[config.mk]
export PLATFORM = sky130hd
export DESIGN_NAME = btn_click_decoder
export DESIGN_NICKNAME = d
export VERILOG_FILES = /design/src/rtl/btn_pkg.sv /design/src/rtl/btn_click_decoder.sv
export SDC_FILE = /design/constraint.sdc
export NUM_CORES = 1
export LEC_CHECK = 0
export CAP_MARGIN = 20
export CORE_ASPECT_RATIO = 1.1
export CORE_MARGIN = 3
export CORE_UTILIZATION = 46
export CTS_CLUSTER_SIZE = 20
export DETAILED_ROUTE_END_ITERATION = 8
export GPL_ROUTABILITY_DRIVEN = 0
export SETUP_SLACK_MARGIN = 0.05
export SLEW_MARGIN = 20
export SYNTH_ARGS = -nofsm -noshare
export SYNTH_HDL_FRONTEND = slang
export SYNTH_SLANG_ARGS = --single-unit
export TNS_END_PERCENT = 1
[constraint.sdc]
create_clock -name clk -period 3.5 [get_ports clk]
set_input_delay 0.35 -clock clk [delete_from_list [all_inputs] [get_ports clk]]
set_output_delay 0.35 -clock clk [all_outputs]
set_load 0.02 [all_outputs]
[src/rtl/btn_pkg.sv]
// Shared types and widths for the button click decoder.
package btn_pkg;

    typedef enum logic [1:0] {IDLE, COUNT, EMIT} click_state_t;

    localparam int CLICK_W = 3;
    localparam int TIMER_W = 24;

endpackage

[src/rtl/btn_click_decoder.sv]
// Groups debounced press pulses into 1..MAX_CLICKS click bursts; a burst ends on window
// expiry or on reaching MAX_CLICKS, and is held on evt_valid until accepted.
module btn_click_decoder
    import btn_pkg::*;
#(
    parameter int WINDOW     = 5_000_000,
    parameter int MAX_CLICKS = 3
) (
    input  logic               clk,
    input  logic               reset,
    input  logic               press,
    output logic               evt_valid,
    input  logic               evt_ready,
    output logic [CLICK_W-1:0] evt_clicks,
    output logic               evt_drop
);

    localparam logic [TIMER_W-1:0] RELOAD = TIMER_W'(WINDOW - 1);
    localparam logic [CLICK_W-1:0] MAX_C  = CLICK_W'(MAX_CLICKS);

    click_state_t       state;
    click_state_t       state_nxt;
    logic [CLICK_W-1:0] clicks;
    logic [CLICK_W-1:0] clicks_inc;
    logic [TIMER_W-1:0] timer;
    logic               last_click;

    assign clicks_inc = clicks + CLICK_W'(1);
    assign last_click = (clicks_inc == MAX_C);

    always_ff @(posedge clk) begin
        if (reset) begin
            state <= IDLE;
        end else begin
            state <= state_nxt;
        end
    end

    // Click counter, window timer and drop flag share the state decode.
    always_ff @(posedge clk) begin
        if (reset) begin
            clicks   <= '0;
            timer    <= '0;
            evt_drop <= 1'b0;
        end else begin
            evt_drop <= (state == EMIT) && press;
            case (state)
                IDLE: begin
                    if (press) begin
                        clicks <= CLICK_W'(1);
                        timer  <= RELOAD;
                    end
                end
                COUNT: begin
                    if (press) begin
                        clicks <= last_click ? MAX_C : clicks_inc;
                        timer  <= RELOAD;
                    end else if (timer != '0) begin
                        timer <= timer - TIMER_W'(1);
                    end
                end
                EMIT: begin
                    if (evt_ready) begin
                        clicks <= '0;
                    end
                end
                default: begin
                    clicks <= '0;
                end
            endcase
        end
    end

    // A press coinciding with timer==0 takes priority over window expiry.
    always_comb begin
        state_nxt = state;
        case (state)
            IDLE: begin
                if (press) state_nxt = COUNT;
            end
            COUNT: begin
                if (press) begin
                    if (last_click) state_nxt = EMIT;
                end else if (timer == '0) begin
                    state_nxt = EMIT;
                end
            end
            EMIT: begin
                if (evt_ready) state_nxt = IDLE;
            end
            default: state_nxt = IDLE;
        endcase
    end

    always_comb begin
        evt_valid  = (state == EMIT);
        evt_clicks = (state == EMIT) ? clicks : '0;
    end

endmodule

# == Yosys cells after proc, flatten, opt, wreduce, memory -nomap -nowiden ==
# Cells that the tools add are included.
# op_classes
mux,16
add_sub_neg,2
n_reduce_logical,8
eq_ne,9
# ops
op,n
two-way mux 24 bit,3
one-hot mux 24 bit (2 select lines),1
zero test 24 bit,1
nonzero test 24 bit,1
"subtractor 24 x 1 -> 24 bit, second input constant",1
two-way mux 3 bit,5
two-way mux 2 bit,5
"!= test 3 bit, second input constant",3
one-hot mux 3 bit (3 select lines),1
one-hot mux 2 bit (3 select lines),1
AND reduction 3 bit,2
"!= test 2 bit, second input constant",2
AND reduction 4 bit,1
"adder 3 x 1 -> 3 bit, second input constant",1
"equality test 3 x 2 -> 1 bit, second input constant",1
"equality test 2 x 1 -> 1 bit, second input constant",1
"equality test 2 bit, second input constant",1
zero test 2 bit,1
"!= test 2 x 1 -> 1 bit, second input constant",1
nonzero test 2 bit,1
logical AND 1 bit,1
# totals
ff_bits,30
wordCells,39
output_inout_bits,5

# == Logic depth before layout (Yosys ltp) ==
# Gate-level depths: netlist (run 1).
# depth
depth_word,5
mapped_depth,8

# == Least setup slack after synthesis (run 1) ==
# No wires, ideal clock.
# synth_path
path_type,flip-flop to flip-flop
startpoint,register timer[5]
endpoint,register timer[20]
path_stages_with_launch,8
n_path_buf,2
arrival_time_ns,2.574
setup_ns,0.070
path_slack_ns,0.856
required_time_ns,3.430
path_cell_list,dfxtp_1 -> or4_1 -> buf_2 -> or4_4 -> buf_6 -> or4_4 -> or3_1 -> a21oi_1
# synth_between
elab_chain_cells,4
word_cells_on_any_way,7
cone_classes,add/sub (1); eq/ne (1); mux (3); reduce/logical (2)
# synth_lines
item,line,source
"start, declared",btn_click_decoder.sv:25,logic [TIMER_W-1:0] timer;
"start signal, assigned",btn_click_decoder.sv:59,timer <= timer - TIMER_W'(1);
subtractor 24 x 1 -> 24 bit,btn_click_decoder.sv:59,
two-way mux 24 bit,btn_click_decoder.sv:58,end else if (timer != '0) begin
two-way mux 24 bit,btn_click_decoder.sv:55,if (press) begin
one-hot mux 24 bit (2 select lines),btn_click_decoder.sv:47,case (state)
# Parallel ways exist; a longest one is shown, timed or not. The select of a mux whose other input is x is not followed.
# A chain may end at the register's enable or synchronous reset.

# == Worst setup path after layout (run 1) ==
# Ends and elaborated chain as after synthesis.

==> results of run 1 <==
[cells by family (layout without fill, tap and decap cells)]
| kind of cell | after synthesis | after routing |
|---|---|---|
| AND/OR/NAND/NOR | 79 | 79 |
| AO/OA/AOI/OAI | 46 | 46 |
| flip-flops | 30 | 30 |
| buffers and inverters | 14 | 25 |
| XOR/XNOR | 10 | 10 |
| adder cells (fa/ha/maj) | 4 | 4 |
[per-layer routing]
layer | up-vias | track usage (%) | wire [um]
met5 | - | 0 | 0
met4 | 0 | 7.162 | 50
met3 | 7 | 6.883 | 148
met2 | 27 | 29.19 | 1576
met1 | 642 | 25.58 | 1609
li1 | 706 | - | -
[worst reg2reg max path: stages, from the launching register on]
cell	delay (ns)
dfxtp_1	0.36
or4_1	0.66
or4_4	0.65
or4_4	0.54
or3_1	0.31
a21oi_1	0.16
[cells in the final DEF, fill, tap and decap left out, types with 5 or more instances in the layout]
master | netlist | layout
inv_1 | 6 | 6
clkdlybuf4s50_1 | 0 | 8
or3_1 | 10 | 10
dfxtp_1 | 30 | 30
xnor2_1 | 6 | 6
or4_1 | 9 | 9
o21ai_0 | 9 | 9
a31oi_1 | 8 | 8
clkbuf_4 | 0 | 5
nor3_1 | 5 | 5
o31ai_1 | 6 | 6
nor2_1 | 14 | 14
a21oi_1 | 15 | 15
nor4_1 | 5 | 5
nand2_1 | 6 | 6
[per-stage QoR]
| step | util [%] | hold slack, ns | std cells |
|---|---|---|---|
| 5_1_grt | 55.99 | 0.4908 | 228 |
| 3_5_place_dp | 53.41 | 0.4608 | 221 |
| 2_1_floorplan | - | 0.4414 | 183 |
| 4_1_cts | 55.99 | 0.4756 | 228 |
| 6_report | 55.99 | 0.4774 | 228 |
| 3_3_place_gp | 53.41 | 0.4666 | 221 |
[power by group through the flow]
stage	registers (mW)	logic, mW	clock network, mW
2_1_floorplan	0.379	0.0849	0
4_1_cts	0.375	0.112	0.294
3_5_place_dp	0.383	0.111	0
6_report	0.376	0.112	0.289
5_1_grt	0.379	0.126	0.313
3_3_place_gp	0.382	0.109	0
[area by class of cell]
type / instances / area share [%]
clock buffer: 6 / 2.906
clock inverter: 1 / 1.701
inverter: 6 / 1.276
multi-input combinational: 139 / 51.45
sequential: 30 / 34.02
tap: 34 / 2.410
timing repair buffer: 12 / 6.237
[final timing paths]
kind                   from   endpoint  slack [ns]  cells past startpoint
setup / recovery   timer[5]  timer[20]        0.77                      5
setup reg to reg   timer[5]  timer[20]        0.77                      5
hold reg to reg   timer[10]  timer[10]        0.48                      2
hold / removal    timer[10]  timer[10]        0.48                      2
[state kept, by name (all words and copies together), names as in the netlist]
name,flops
state,2
evt_drop,1
clicks,3
timer,24
==> results.md, run 1 <==
* Status: finished clean
* Buf/Inv on CP at 0
* Largest net degree at the start of global routing at 22
* Clock power frac at 37.2%
* Sinks on Clock Net at 30
* Post-synthesis async set-or-reset flop share at 0%
* Min-delay worst type: reg2reg
* RSZ-0062 raised after global routing: false
* PwrDens at 439.5 nW/um2
* Most used DFF post-synth: dfxtp_1
* TritonCTS Buffers at 5
* Clock root buffer: clkbuf_4
* DP Wirelength at 2.294 mm
* Critical path's slowest cell: or4_1
* Post-Synth Adder-Cell Area at 3.185%
* Clock buffer depth at 2
* I/O pins at 9
* Synth Register Bits at 30
* Drt drc at 0
* Routed WL per cell at 14.85 um
* Final Cycle Share at 78.03%
* Startpoint types: flip-flop
* # setup viols final at 0
* Final Critical Period at 2.731 ns
* Post-CTS Repair Setup Buffers at 0
* Starting Density at 49.84%
* Post-DP Area at 1684 um2
* Final ANT Viol Nets at 0
* Number of synthesized flops with an enable pin at 0
* CORE AREA at 3153 um2
* CTS Hold Bufs at 0
* Initial antenna violation count at 0
* Total track usage at 19.51%
* Vias in the first global route at 1,286
* Sw power at 0.2080 mW
* Slowest Stage Delay on Critical Path at 0.66 ns
* Synth area leaders: dfxtp_1 (38%), a21oi_1 (4.8%), or4_1 (4.3%), or3_1 (4.0%), nor2_1 (3.3%)
* Distinct cell type count after synthesis at 40
* Total gr overflow at 0
* Cell Rows at 21
* Count leader, synth: dfxtp_1
* CP endpoint kind: flip-flop
* P_int at 0.5680 mW
* Post-synthesis mux area share at 0%
* Seq/Total Area, Yosys at 38.22%
* FILL cells at 292
* Dpl ws at 0.7764 ns
* Clock Skew at 0.01525 ns
* CP required at 3.77 ns
* DR pass1 iterations at 4
* Worst-path fanout max at 11
* Width of the die at 61.73 um
* YS warnings at 0
* Sw frac at 26.80%
* Delay-heaviest family, CP: simple AND/OR/NAND/NOR gates
* Most used cell, CP: or4_4
* TritonCTS clock tree: done
* Pwr Total at 0.7760 mW
* Final Max Slew Viols at 0
* Share of cells above drive strength 1 at 9.794%
* Slew @ Worst Pin at 0.5276 ns
* Synth-to-layout area growth at 12.34%
* Setup_tns at 0 ns
* Combinational group share of total power at 14.4%
* Reg power frac at 48.4%
* H-Tree Depth at 2
* Clk pin slew, worst setup/hold paths at 0.10 ns
* Via density at 6.061
* Post-synthesis cell area at 1572 um2
* F_max at 366.2 MHz
* Fin nets at 202
* Crit path kind: reg2reg
* Clk_lat worst skew at 0.34 ns
* Largest area contributor in the netlist: dfxtp_1
* Syn Area/Cell at 8.587 um2
* Net count after synthesis at 191
* Synth cell count leaders: dfxtp_1 (30), a21oi_1 (15), nor2_1 (14)
* DRT Wirelength at 3.385 mm
* DR iter-0 viols at 78
* Die height at 67.30 um
* Design Area, Final at 1765 um2
* Compound-Gate Fraction of Synth Area at 18.71%
* Antenna diodes at 0
* MaxCap Viol Count at 0
* Post-synthesis xor/xnor area fraction at 5.573%
* Setup ws final at 0.7690 ns
* Peak VDD IR at 0.3788 mV
* Fin. Hold Viols at 0
* Combinational family with the most area after synthesis: simple AND/OR/NAND/NOR gates
* Arrival time at the worst endpoint at 3.00 ns
* IO buf count at 8
* Worst-path cell chain: or4_1 > or4_4 > or4_4 > or3_1 > a21oi_1
* Number of gates resized after cts at 0
* Global-route wire length before repair at 5.906 mm
* Vias at 1,382
* Slew HR at 64.50%
* Synth top area share at 38.22%
* Post-synthesis cell count at 183
* Multi-input gate area at 908.4 um2
* Leak at 0.6207 nW
* FF+latch area at 600.6 um2
* Synth Area in Simple Gates at 30.33%
* Die Footprint at 4154 um2
No activity file was read; power rests on OpenSTA's default activity.
==> run 2, diff against run 1 <==
==> constraint.sdc (replaced) <==
create_clock -name clk -period 2.55 [get_ports clk]
set_input_delay 0.255 -clock clk [delete_from_list [all_inputs] [get_ports clk]]
set_output_delay 0.255 -clock clk [all_outputs]
set_load 0.02 [all_outputs]
==> results.md, run 2 (same netlist as run 1, synthesis figures left out) <==
* Status: finished clean
* Slew HR at 67.40%
* Setup_tns at 0 ns
* Die Footprint at 4154 um2
* I/O pins at 9
* Final Cycle Share at 96.54%
* Clk_lat worst skew at 0.33 ns
* F_max at 406.2 MHz
* Worst-path fanout max at 6
* Synth-to-layout area growth at 14.89%
* Design Area, Final at 1805 um2
* CP required at 2.83 ns
* PwrDens at 539.0 nW/um2
* Min-delay worst type: reg2reg
* Biggest register: timer
* Hold path startpoint: timer[10]
* Worst-path cell chain: or4_1 > or4_4 > buf_4 > or3_1 > or4_1 > nand2_1
* Slowest Stage Delay on Critical Path at 0.52 ns
* Critical path's slowest cell: or4_1
* Clk pin slew, worst setup/hold paths at 0.09 ns
* Global-route wire length before repair at 5.920 mm
* Largest net degree at the start of global routing at 22
* Worst-case reg-to-reg path depth at 6
* Die height at 67.30 um
* Drt drc at 0
* DR pass1 iterations at 4
* Slew @ Worst Pin at 0.4822 ns
* Routed WL per cell at 14.54 um
* Startpoint types: flip-flop
* MaxCap Viol Count at 0
* Clock root buffer: clkbuf_4
* IO buf count at 8
* Fin nets at 208
* Initial antenna violation count at 0
* FILL cells at 313
* Final Max Slew Viols at 0
* Clock Skew at 0.01092 ns
* Delay-heaviest family, CP: simple AND/OR/NAND/NOR gates
* Share of cells above drive strength 1 at 13.43%
* Final Critical Period at 2.462 ns
* Reg2reg start: timer[6]
* CORE AREA at 3153 um2
* Max FFs per register at 24
* Via density at 6.009
* TritonCTS clock tree: done
* Vias at 1,412
* Most used cell, CP: or4_1
* Sinks on Clock Net at 30
* Commonest non-fill, non-tap cells in the layout: dfxtp_1 (29), a21oi_1 (15), nor2_1 (14), or3_1 (10), buf_4 (10)
* R2R Setup Slk at 0.09 ns
* Post-DP Area at 1708 um2
* Largest registers: timer x24, clicks x3, state x2
* H-Tree Depth at 2
* DRT Wirelength at 3.416 mm
* Total track usage at 19.20%
* Hold depth at 2
* Antenna diodes at 0
* Width of the die at 61.73 um
* Buf/Inv on CP at 1
* DR iter-0 viols at 88
* Peak VDD IR at 0.3006 mV
* Crit path kind: reg2reg
* Pwr Total at 0.9732 mW
* Cell Rows at 21
* TritonCTS Buffers at 5
* Vias in the first global route at 1,378
* Hold Path End: timer[10]
* Total gr overflow at 0
* Fin. Hold Viols at 0
* DP Wirelength at 2.452 mm
* Final ANT Viol Nets at 0
* Post-layout util at 57.26%
* Commonest non-fill, non-tap cell in the layout: dfxtp_1
* Starting Density at 49.84%
* Arrival time at the worst endpoint at 2.74 ns
* FF-to-FF End: timer[13]
* CP endpoint kind: flip-flop
* # setup viols final at 0
* Leak at 0.6399 nW
* Clock buffer depth at 2
* RSZ-0062 raised after global routing: true
[run 2: cell types whose count changed in the layout (fill, tap and decap cells not counted)]
cell,delta
buf_4,+6
bufinv_16,-1
clkbuf_1,+1
clkinv_2,+1
dfxtp_1,-1
dfxtp_2,+1
o311ai_2,-1
o311ai_4,+1
o31ai_1,-1
o31ai_2,+1
[run 2: stage by stage]
stage | worst slack [ns] | cells | hold WS (ns)
6_report | 0.08812 | 235 | 0.4867
5_1_grt | -0.004202 | 235 | 0.5205
3_3_place_gp | 0.1136 | 224 | 0.4500
4_1_cts | 0.06035 | 235 | 0.4877
3_5_place_dp | 0.06834 | 224 | 0.4692
2_1_floorplan | -0.02220 | 183 | 0.4196
[run 2: worst max path at each step]
stage / to / startpoint / cells after the start / slack, ns
after global routing: timer[13] / timer[6] / 6 / -0.004
after detailed placement: timer[20] / timer[6] / 5 / 0.07
after floorplan: timer[20] / timer[6] / 7 / -0.02
after global placement: timer[20] / timer[6] / 5 / 0.11
final: timer[13] / timer[6] / 6 / 0.09
after CTS: timer[20] / timer[6] / 5 / 0.06
[run 2: power breakdown]
group	switching (mW)	leakage (nW)	internal (mW)	total [mW]
logic	0.0972	0.358	0.0696	0.167
clock network	0.157	0.0353	0.133	0.290
registers	0.0246	0.247	0.492	0.516
[run 2: layout make-up]
type                    instances  area [um2]  area share, %
clock inverters                 1       5.005         0.2772
clock buffers                   7       55.05          3.049
inverters                       6       22.52          1.247
well taps                      34       42.54          2.356
flip-flops and latches         30       601.8          33.33
repair buffers                 18       155.1          8.593
multi-input cells             139       923.4          51.14
[run 2: what timing repair did]
| item | in CTS | in global routing |
|---|---|---|
| setup endpoints to repair | 1 | 9 |
| resized for setup | 0 | 2 |
| hold buffers | 0 | 0 |
| pin swaps | 1 | 1 |
| setup buffers | 3 | 0 |
[run 2: worst min-delay path, stage by stage, from the launching register on]
cell and delay [ns]:
dfxtp_1 0.33, o41ai_1 0.06, a21oi_1 0.05
[run 2: per-layer routing]
layer	share of wire (%)	track usage (%)	wire [um]	vias up
met1	46	22.91	1556	657
met3	4.4	5.545	149	11
met2	48	30.76	1626	30
li1	-	-	-	714
met5	0	0	0	-
met4	2.5	9.814	84	0
